### src/rtl/mips_pkg.sv
`default_nettype none
// ============================================================================
// Module  : mips_pkg
// Purpose : Shared constants and types for the MIPS pipeline forwarding and
//           hazard logic.
//           - REG_ZERO                : hard-wired zero register address
//           - NB_REG_ADDR_DEF/NB_REG_DEF : default register address/data widths
//           - STG_EX/STG_MEM/STG_WB   : forwarding stage indices, youngest first
//           - mc_state_e              : multi-cycle tracker state
// Revision: 1.0 - initial release
// ============================================================================
package mips_pkg;

  localparam int NB_REG_ADDR_DEF = 5;
  localparam int NB_REG_DEF      = 32;

  // Register 0 always reads as zero, so it never creates a dependency.
  localparam int REG_ZERO = 0;

  // Forwarding stage indices. A lower index is a younger stage and wins.
  localparam int STG_EX  = 0;
  localparam int STG_MEM = 1;
  localparam int STG_WB  = 2;

  typedef enum logic [0:0] {
    MC_IDLE = 1'b0,
    MC_BUSY = 1'b1
  } mc_state_e;

endpackage : mips_pkg
`default_nettype wire

### src/rtl/fwd_select.sv
`default_nettype none
// ============================================================================
// Module  : fwd_select
// Purpose : Priority match-and-mux for one source operand over N_STAGES
//           forwarding sources. The lowest-index (youngest) matching stage
//           wins.
// Ports   : i_addr      operand register address
//           i_used      operand is actually read
//           i_fwd_we    per-stage write enable
//           i_fwd_addr  per-stage destination register (packed)
//           i_fwd_data  per-stage result (packed)
//           i_fwd_rdy   per-stage result valid now
//           o_hit       some stage matched
//           o_data      winning stage data, 0 when there is no hit
//           o_rdy       winning stage readiness, 1 when there is no hit
// Revision: 1.0 - initial release
// ============================================================================
module fwd_select
  import mips_pkg::*;
#(
  parameter int NB_REG_ADDR = NB_REG_ADDR_DEF,
  parameter int NB_REG      = NB_REG_DEF,
  parameter int N_STAGES    = 3
) (
  input  logic [NB_REG_ADDR-1:0]          i_addr,
  input  logic                            i_used,
  input  logic [N_STAGES-1:0]             i_fwd_we,
  input  logic [N_STAGES*NB_REG_ADDR-1:0] i_fwd_addr,
  input  logic [N_STAGES*NB_REG-1:0]      i_fwd_data,
  input  logic [N_STAGES-1:0]             i_fwd_rdy,
  output logic                            o_hit,
  output logic [NB_REG-1:0]               o_data,
  output logic                            o_rdy
);

  localparam logic [NB_REG_ADDR-1:0] C_ZERO = NB_REG_ADDR'(REG_ZERO);

  // Scan oldest to youngest so the youngest match is assigned last and wins.
  always_comb begin
    o_hit  = 1'b0;
    o_data = '0;
    o_rdy  = 1'b1;
    for (int s = N_STAGES - 1; s >= STG_EX; s--) begin
      if (i_used && i_fwd_we[s] && (i_addr != C_ZERO) &&
          (i_fwd_addr[s*NB_REG_ADDR +: NB_REG_ADDR] == i_addr)) begin
        o_hit  = 1'b1;
        o_data = i_fwd_data[s*NB_REG +: NB_REG];
        o_rdy  = i_fwd_rdy[s];
      end
    end
  end

endmodule : fwd_select
`default_nettype wire

### src/rtl/forward_hazard_unit.sv
`default_nettype none
// ============================================================================
// Module  : forward_hazard_unit
// Purpose : Operand forwarding and hazard detection beside the ID/EX boundary.
//           Resolves N_SRC operands against N_STAGES write-back sources,
//           stalls on load-use and on reads of an in-flight multi-cycle
//           result, counts stall cycles and flags protocol errors.
// Ports   : i_clock/i_reset  clock (rising) / async active-low reset
//           i_valid          ID holds a valid instruction
//           i_src_addr/used  operand addresses and usage
//           i_fwd_we/addr/data/rdy  per-stage forwarding sources
//           i_mc_start/rd/lat       multi-cycle op issue
//           o_data/o_fwd     forwarded data and select per operand
//           o_stall          hold PC and IF/ID, bubble into EX
//           o_mc_busy        multi-cycle op pending
//           o_stall_cnt      saturating stall-cycle count
//           o_err            sticky: i_mc_start seen while busy
// Revision: 1.0 - initial release
// ============================================================================
module forward_hazard_unit
  import mips_pkg::*;
#(
  parameter int NB_REG_ADDR = NB_REG_ADDR_DEF,
  parameter int NB_REG      = NB_REG_DEF,
  parameter int N_SRC       = 2,
  parameter int N_STAGES    = 3,
  parameter int NB_LAT      = 4,
  parameter int NB_STALLCNT = 16
) (
  input  logic                            i_clock,
  input  logic                            i_reset,
  input  logic                            i_valid,
  input  logic [N_SRC*NB_REG_ADDR-1:0]    i_src_addr,
  input  logic [N_SRC-1:0]                i_src_used,
  input  logic [N_STAGES-1:0]             i_fwd_we,
  input  logic [N_STAGES*NB_REG_ADDR-1:0] i_fwd_addr,
  input  logic [N_STAGES*NB_REG-1:0]      i_fwd_data,
  input  logic [N_STAGES-1:0]             i_fwd_rdy,
  input  logic                            i_mc_start,
  input  logic [NB_REG_ADDR-1:0]          i_mc_rd,
  input  logic [NB_LAT-1:0]               i_mc_lat,
  output logic [N_SRC*NB_REG-1:0]         o_data,
  output logic [N_SRC-1:0]                o_fwd,
  output logic                            o_stall,
  output logic                            o_mc_busy,
  output logic [NB_STALLCNT-1:0]          o_stall_cnt,
  output logic                            o_err
);

  localparam logic [NB_REG_ADDR-1:0] C_ZERO    = NB_REG_ADDR'(REG_ZERO);
  localparam logic [NB_LAT-1:0]      C_LAT_ONE = NB_LAT'(1);

  // --------------------------------------------------------------------------
  // Per-operand forwarding
  // --------------------------------------------------------------------------
  logic [N_SRC-1:0] src_hit;
  logic [N_SRC-1:0] src_rdy;

  generate
    for (genvar k = 0; k < N_SRC; k++) begin : g_src
      fwd_select #(
        .NB_REG_ADDR (NB_REG_ADDR),
        .NB_REG      (NB_REG),
        .N_STAGES    (N_STAGES)
      ) u_fwd_select (
        .i_addr     (i_src_addr[k*NB_REG_ADDR +: NB_REG_ADDR]),
        .i_used     (i_src_used[k]),
        .i_fwd_we   (i_fwd_we),
        .i_fwd_addr (i_fwd_addr),
        .i_fwd_data (i_fwd_data),
        .i_fwd_rdy  (i_fwd_rdy),
        .o_hit      (src_hit[k]),
        .o_data     (o_data[k*NB_REG +: NB_REG]),
        .o_rdy      (src_rdy[k])
      );
    end
  endgenerate

  assign o_fwd = src_hit;

  // A winning stage that is not ready is a load still in flight; an older
  // ready stage would hold stale data, so the operand must wait.
  logic load_use;
  assign load_use = |(src_hit & ~src_rdy);

  // --------------------------------------------------------------------------
  // Multi-cycle op tracker
  // --------------------------------------------------------------------------
  mc_state_e                state_q, state_d;
  logic [NB_LAT-1:0]        cnt_q, cnt_d;
  logic [NB_REG_ADDR-1:0]   rd_q, rd_d;
  logic                     err_q, err_d;
  logic [NB_STALLCNT-1:0]   stall_cnt_q, stall_cnt_d;

  always_ff @(posedge i_clock or negedge i_reset) begin
    if (!i_reset) begin
      state_q     <= MC_IDLE;
      cnt_q       <= '0;
      rd_q        <= '0;
      err_q       <= 1'b0;
      stall_cnt_q <= '0;
    end else begin
      state_q     <= state_d;
      cnt_q       <= cnt_d;
      rd_q        <= rd_d;
      err_q       <= err_d;
      stall_cnt_q <= stall_cnt_d;
    end
  end

  always_comb begin
    state_d = state_q;
    cnt_d   = cnt_q;
    rd_d    = rd_q;
    err_d   = err_q;
    case (state_q)
      MC_IDLE: begin
        if (i_mc_start) begin
          state_d = MC_BUSY;
          // A zero latency still occupies the unit for one cycle.
          cnt_d   = (i_mc_lat == '0) ? C_LAT_ONE : i_mc_lat;
          rd_d    = i_mc_rd;
        end
      end
      MC_BUSY: begin
        if (i_mc_start) begin
          err_d = 1'b1;
        end
        if (cnt_q == C_LAT_ONE) begin
          state_d = MC_IDLE;
          cnt_d   = '0;
        end else begin
          cnt_d   = cnt_q - C_LAT_ONE;
        end
      end
      default: begin
        state_d = MC_IDLE;
        cnt_d   = '0;
      end
    endcase
  end

  assign o_mc_busy = (state_q == MC_BUSY);
  assign o_err     = err_q;

  // --------------------------------------------------------------------------
  // Stall combine
  // --------------------------------------------------------------------------
  logic mc_raw;
  always_comb begin
    mc_raw = 1'b0;
    for (int k = 0; k < N_SRC; k++) begin
      if (i_src_used[k] && (rd_q != C_ZERO) &&
          (i_src_addr[k*NB_REG_ADDR +: NB_REG_ADDR] == rd_q)) begin
        mc_raw = 1'b1;
      end
    end
  end

  // A second issue while busy is also a structural conflict on the unit.
  logic mc_hazard;
  assign mc_hazard = o_mc_busy & (mc_raw | i_mc_start);

  assign o_stall = i_valid & (load_use | mc_hazard);

  // --------------------------------------------------------------------------
  // Saturating stall-cycle counter
  // --------------------------------------------------------------------------
  always_comb begin
    stall_cnt_d = stall_cnt_q;
    if (o_stall && (stall_cnt_q != '1)) begin
      stall_cnt_d = stall_cnt_q + NB_STALLCNT'(1);
    end
  end

  assign o_stall_cnt = stall_cnt_q;

endmodule : forward_hazard_unit
`default_nettype wire
### config.mk
export PLATFORM = sky130hd
export DESIGN_NAME = forward_hazard_unit
export DESIGN_NICKNAME = d
export VERILOG_FILES = /design/src/rtl/mips_pkg.sv /design/src/rtl/fwd_select.sv /design/src/rtl/forward_hazard_unit.sv
export SDC_FILE = /design/constraint.sdc
export NUM_CORES = 1
export LEC_CHECK = 0
export BUFFER_PORTS_ARGS = -buffer_cell sky130_fd_sc_hd__buf_2
export CAP_MARGIN = 40
export CELL_PAD_IN_SITES_DETAIL_PLACEMENT = 1
export CELL_PAD_IN_SITES_GLOBAL_PLACEMENT = 2
export CORE_MARGIN = 1.5
export CORE_UTILIZATION = 18
export DETAILED_ROUTE_END_ITERATION = 7
export GPL_TIMING_DRIVEN = 0
export HOLD_SLACK_MARGIN = 0.02
export PLACE_DENSITY_LB_ADDON = 0.1
export SLEW_MARGIN = 0
export SYNTH_ARGS = -nofsm -noshare
export SYNTH_HDL_FRONTEND = slang
export SYNTH_SLANG_ARGS = --single-unit
### constraint.sdc
create_clock -name i_clock -period 2.7 [get_ports i_clock]
set_input_delay 0.405 -clock i_clock [delete_from_list [all_inputs] [get_ports i_clock]]
set_output_delay 0.405 -clock i_clock [all_outputs]
set_load 0.02 [all_outputs]
# Yosys cells after proc, flatten, opt, wreduce, memory -nomap -nowiden
# Index checks and enable logic that the tools add are counted.
[word_totals]
output_inout_bits = 85
reg_bits = 27
[op_classes]
mux = 27
bitwise = 7
reduce_logical = 30
eq_ne = 11
addsub = 2
[op_table]
columns = ["operator", "n"]
rows = [
  ["2-to-1 mux 32 bit", 6],
  ["== test 5 bit", 8],
  ["logical AND 1 bit", 23],
  ["adder 16 x 1 -> 16 bit, second input constant", 1],
  ["2-to-1 mux 1 bit", 16],
  ["!= test 16 bit, second input constant", 1],
  ["nonzero test 5 bit", 3],
  ["2-to-1 mux 4 bit", 3],
  ["case mux 4 bit (2 select lines)", 1],
  ["== test 4 x 1 -> 1 bit, second input constant", 1],
  ["zero test 4 bit", 1],
  ["AND reduction 2 bit", 2],
  ["subtractor 4 x 1 -> 4 bit, second input constant", 1],
  ["bitwise AND 1 bit", 2],
  ["bitwise AND 2 bit", 1],
  ["!= test 2 bit, second input constant", 1],
  ["inverter 2 bit", 1],
  ["bitwise OR 1 bit", 2],
  ["case mux 1 bit (2 select lines)", 1],
  ["OR reduction 2 bit", 1],
  ["inverter 1 bit", 1],
]

# Logic depth before layout (Yosys ltp)
[logic_depth]
depth_word = 12
ltp_mapped = 11

# By module
# Synthesis repeated with hierarchy kept, for this count alone.
[hier_totals]
cells_unflattened = 494
area_unflattened_um2 = 4006.3
[modules_own_cells]
columns = ["mod", "cells_each", "instances", "area_per_inst_um2"]
rows = [
  ["fwd_select", 178, 2, 1282.5],
  ["forward_hazard_unit", 138, 1, 1441.4],
]

# Least setup slack after synthesis
# Ideal clock, no wire load.
[synth_timing]
path_type = "input port to output port"
startpoint = "in i_src_addr[0]"
endpoint = "out o_data[0]"
required_time_ns = 2.295
path_buffers = 3
arrival_ns = 2.424
stages = 9
setup_slack_ns = -0.129
cell_sequence = "buf_2 or4_4 o21ai_4 nor3_2 nor2b_4 buf_6 clkbuf_1 a22oi_1 o21ai_0"
[synth_via]
elab_chain_cells = 6
elab_cells_between_ends = 13
classes_between = "3 x eq/ne; 3 x mux; 7 x reduce/logical"
[synth_lines]
columns = ["element", "line_no", "rtl"]
rows = [
  ["from (decl)", "forward_hazard_unit.sv:33", "input logic [N_SRC*NB_REG_ADDR-1:0] i_src_addr,"],
  ["nonzero test 5 bit", "fwd_select.sv:44", "if (i_used && i_fwd_we[s] && (i_addr != C_ZERO) &&"],
  ["logical AND 1 bit (2 in a row)", "fwd_select.sv:44", ""],
  ["2-to-1 mux 32 bit (2 in a row)", "fwd_select.sv:44", ""],
  ["2-to-1 mux 32 bit *", "fwd_select.sv:44", ""],
  ["to (decl)", "forward_hazard_unit.sv:42", "output logic [N_SRC*NB_REG-1:0] o_data,"],
]
# Mark *: on every way between the ends. The rest lies on a longest branch, timed or not.

# Final worst setup path
[layout_timing]
startpoint = "in i_src_addr[5]"
endpoint = "out o_stall"
[layout_via]
elab_chain_cells = 11
elab_cells_between_ends = 26
classes_between = "4 x eq/ne; 7 x mux; 6 x bitwise; 9 x reduce/logical"
[layout_lines]
columns = ["element", "line_no", "rtl"]
rows = [
  ["nonzero test 5 bit", "fwd_select.sv:44", ""],
  ["logical AND 1 bit (2 in a row)", "fwd_select.sv:44", ""],
  ["2-to-1 mux 1 bit (3 in a row)", "fwd_select.sv:44", ""],
  ["inverter 2 bit", "forward_hazard_unit.sv:84", "assign load_use = |(src_hit & ~src_rdy);"],
  ["bitwise AND 2 bit", "forward_hazard_unit.sv:84", ""],
  ["OR reduction 2 bit", "forward_hazard_unit.sv:84", ""],
  ["bitwise OR 1 bit *", "forward_hazard_unit.sv:164", "assign o_stall = i_valid & (load_use | mc_hazard);"],
  ["bitwise AND 1 bit *", "forward_hazard_unit.sv:164", ""],
  ["to (decl)", "forward_hazard_unit.sv:44", "output logic o_stall,"],
]
# Marked as above.

==> impl_metrics.tcl <==
set metrics [dict create \
    cts_tree "yes" \
    synth_top_area_cell "dfrtp_1" \
    setup_viol_count_final 34 \
    period_minus_slack_ps 2820 \
    wl_per_cell_um 18.8 \
    r2r-end "o_stall_cnt[12]" \
    layout-drive-gt1-share 0.560 \
    syn_area_mm2 0.00318 \
    slew_headroom 0.588 \
    track_usage 0.175 \
    crit_required_ps 2300 \
    run_status "finished with violations" \
    grt_max_degree 28 \
    dieArea_mm2 0.0185 \
    instances_no_fill 908 \
    r2r-start "rd_q[0]" \
    worstPathMaxFanout 7 \
    grt_overflow 0 \
    ys_seq_elements 27 \
    firstDrtPassIters 4 \
    rsz0062_at_grt "true" \
    p_sw_uw 751 \
    htree_levels 1 \
    path_clk_slew_ps 70 \
    power_frac_clock 0.177 \
    maxCapViolations 0 \
    fin_crit_sh 1.05 \
    routed_wl_um 17000 \
    p_per_area_mw_per_mm2 337 \
    avgSynthCellArea_um2 7.33 \
    cts.sinks 27 \
    hold_viol 0 \
    antenna_found_initial 1 \
    fp-row-count 48 \
    synth_cell_types 50 \
    critPathCapture "o_stall" \
    arrival_ps 2420 \
    syn_nets 579 \
    yosysSeqAreaShare 0.212 \
    io_pins 227 \
    irDropWorstVdd_uv 335 \
    fin_hold_ws_ps 149 \
    ys_top_cells_by_count "a22oi_1, nand2_1, nor2_1, xnor2_1" \
    die_w_um 136 \
    dpl.hpwl_um 13100 \
    design_area_mm2 0.00577 \
    core_area_mm2 0.0173 \
    finalMaxSlewViolations 0 \
    synthToLayoutAreaGrowth_pct 81.4 \
    fin_nets 828 \
    grt_pass1_wl_um 25700 \
    ys_warn_count 0 \
    drc_errors 0 \
    ff2ff_path_depth 8 \
    path_cells "clkbuf_16 -> or4_4 -> o21ai_4 -> nor3_4 -> buf_12 -> buf_4 -> nand2_4 -> o2bb2ai_4 -> or3_4 -> and2_4 -> buf_6" \
    violations "setup timing" \
    cp-end-kind "output port" \
    place_area_mm2 0.00463 \
    yosysMostFrequentCell "a22oi_1" \
    clock_latency_ps 260 \
    die_y_um 136 \
    start_util 0.184 \
    critPathKind "in -> out" \
    syn_inst 434 \
    num_vias 4345 \
    p_int_mw 1.20 \
    utilization 0.334 \
    first_iter_violations 122 \
    root_buffer "clkbuf_16" \
    fmax_ghz 0.354 \
    slowest_stage "or4_4" \
    port_buffers 216 \
    hold_buffers 0 \
    synth_edf_count 0 \
    r2r_setup_slack_ps 220 \
    leakage_nw 2.57 \
    crit_start "i_src_addr[5]" \
    netSwitchingFraction 0.386 \
    p_comb_frac 0.486 \
    dpl.cell_count 875 \
    cts_made_buffers 3 \
    ant_nets 0 \
    fin_skew_ps 2.68 \
    start_kind "primary input" \
    synthTopCellsByArea "dfrtp_1, a22oi_1, xnor2_1" \
    cts_buffer_depth 2 \
    critPathMaxStageDelay_ps 570 \
    tightest_slew_ps 618 \
    seqPwrFrac 0.337 \
    synth_top_area_share 0.212 \
    routabilityCongestion 0.825 \
    fillers 2101 \
    avgViaCountPerCell 4.79 \
    setup_ws_ps -124 \
    async_flop_share 1.00 \
    hp-class "in -> async" \
    grt_pass1_vias 4625 \
    synth_flop_cell "dfrtp_1" \
]
## through the flow
| stage | total power [mW] | setup WS, ps | setup TNS (ps) |
|---|---|---|---|
| 2_1_floorplan | 1.17 | -33.4 | -352 |
| 3_3_place_gp | 1.49 | -791 | -47730 |
| 3_5_place_dp | 1.52 | -831 | -51790 |
| 4_1_cts | 1.94 | -122 | -1570 |
| 5_1_grt | 2.11 | -179 | -4640 |
| 6_report | 1.95 | -124 | -1340 |
## placed cells by master (no fill, tap or decap), types with 3 or more instances in the layout
master	synthesis	final
nor3_1	7	6
clkbuf_4	0	8
and3_1	6	6
nor3_4	0	4
a22oi_1	63	30
clkbuf_2	0	6
clkbuf_16	0	8
dfrtp_1	27	27
nand2_1	49	48
nor2_1	42	41
nand3_1	8	8
nand4_1	7	7
buf_8	0	6
buf_6	2	28
a21oi_2	0	28
ha_1	3	3
inv_1	7	7
buf_4	3	57
o21ai_0	35	4
o21ai_4	1	3
buf_12	0	5
mux2_2	5	5
a22oi_2	0	33
a21oi_1	35	7
o21ai_1	0	28
xor2_1	15	15
nand2b_1	4	4
xnor2_1	38	36
buf_2	4	169
## per-layer routing
| metal | global-route usage | part of all wire | wire length (um) | vias to the layer above |
|---|---|---|---|---|
| met5 | 0 | 0 | 0 | - |
| met1 | 0.217 | 0.42 | 7150 | 2115 |
| met4 | 0.0260 | 0.013 | 227 | 0 |
| met2 | 0.323 | 0.51 | 8610 | 152 |
| met3 | 0.0295 | 0.062 | 1060 | 17 |
| li1 | - | - | - | 2061 |
## repair_timing
| action | CTS | global route |
|---|---|---|
| endpoints found under the setup margin | 79 | 63 |
| endpoints found under the hold margin | 0 | 0 |
| cloned | 3 | 1 |
| resized for setup | 140 | 92 |
| pin swaps | 24 | 36 |
| buffers inserted | 21 | 7 |
## cell families (layout without fill, tap and decap cells)
group           after synthesis  after routing  synth area share
other cells                   0              1                 0
simple gates                146            146             0.226
mux                           8              8            0.0291
flops                        27             27             0.212
compound gates              148            148             0.308
fa+ha+maj                     3              3            0.0118
xor+xnor                     53             53             0.146
buf+inv                      49            297            0.0676
## worst min path at each step
stage,to,start,slack [ps],depth (start not counted)
after global placement,cnt_q[1],i_reset,480,1
after detailed placement,rd_q[3],i_reset,460,1
final,cnt_q[1],i_reset,150,1
after global routing,cnt_q[1],i_reset,200,1
after CTS,rd_q[3],i_reset,180,1
after floorplan,cnt_q[0],i_reset,110,0
## flip-flops by register name (all words and copies together), names as in the netlist
register and count:
o_stall_cnt 16, rd_q 5, cnt_q 4, o_err 1
o_mc_busy 1
## worst max-delay path: cells and delay by family
family | cells | cell delay, ps
buffers and inverters | 4 | 520
AOI/OAI and AO/OA | 2 | 250
and+or+nand+nor | 5 | 1240
## power groups by stage
stage | logic [mW] | registers, mW | clock network [mW]
2_1_floorplan | 0.487 | 0.685 | 0
3_3_place_gp | 0.827 | 0.663 | 0
3_5_place_dp | 0.849 | 0.667 | 0
4_1_cts | 0.923 | 0.661 | 0.359
5_1_grt | 1.05 | 0.680 | 0.380
6_report | 0.945 | 0.656 | 0.345
## layout make-up
type / count / area [um^2] / share of cell area
flip-flops and latches: 27 / 676 / 0.117
clock buffers: 3 / 75.1 / 0.0130
repair buffers: 248 / 1570 / 0.272
inverters: 7 / 26.3 / 0.00455
well taps: 225 / 282 / 0.0488
plain buffers: 38 / 434 / 0.0752
multi-input cells: 358 / 2700 / 0.468
clock inverters: 1 / 5.00 / 0.000867
diodes: 1 / 2.50 / 0.000434
(Power assumes the default switching activity.)
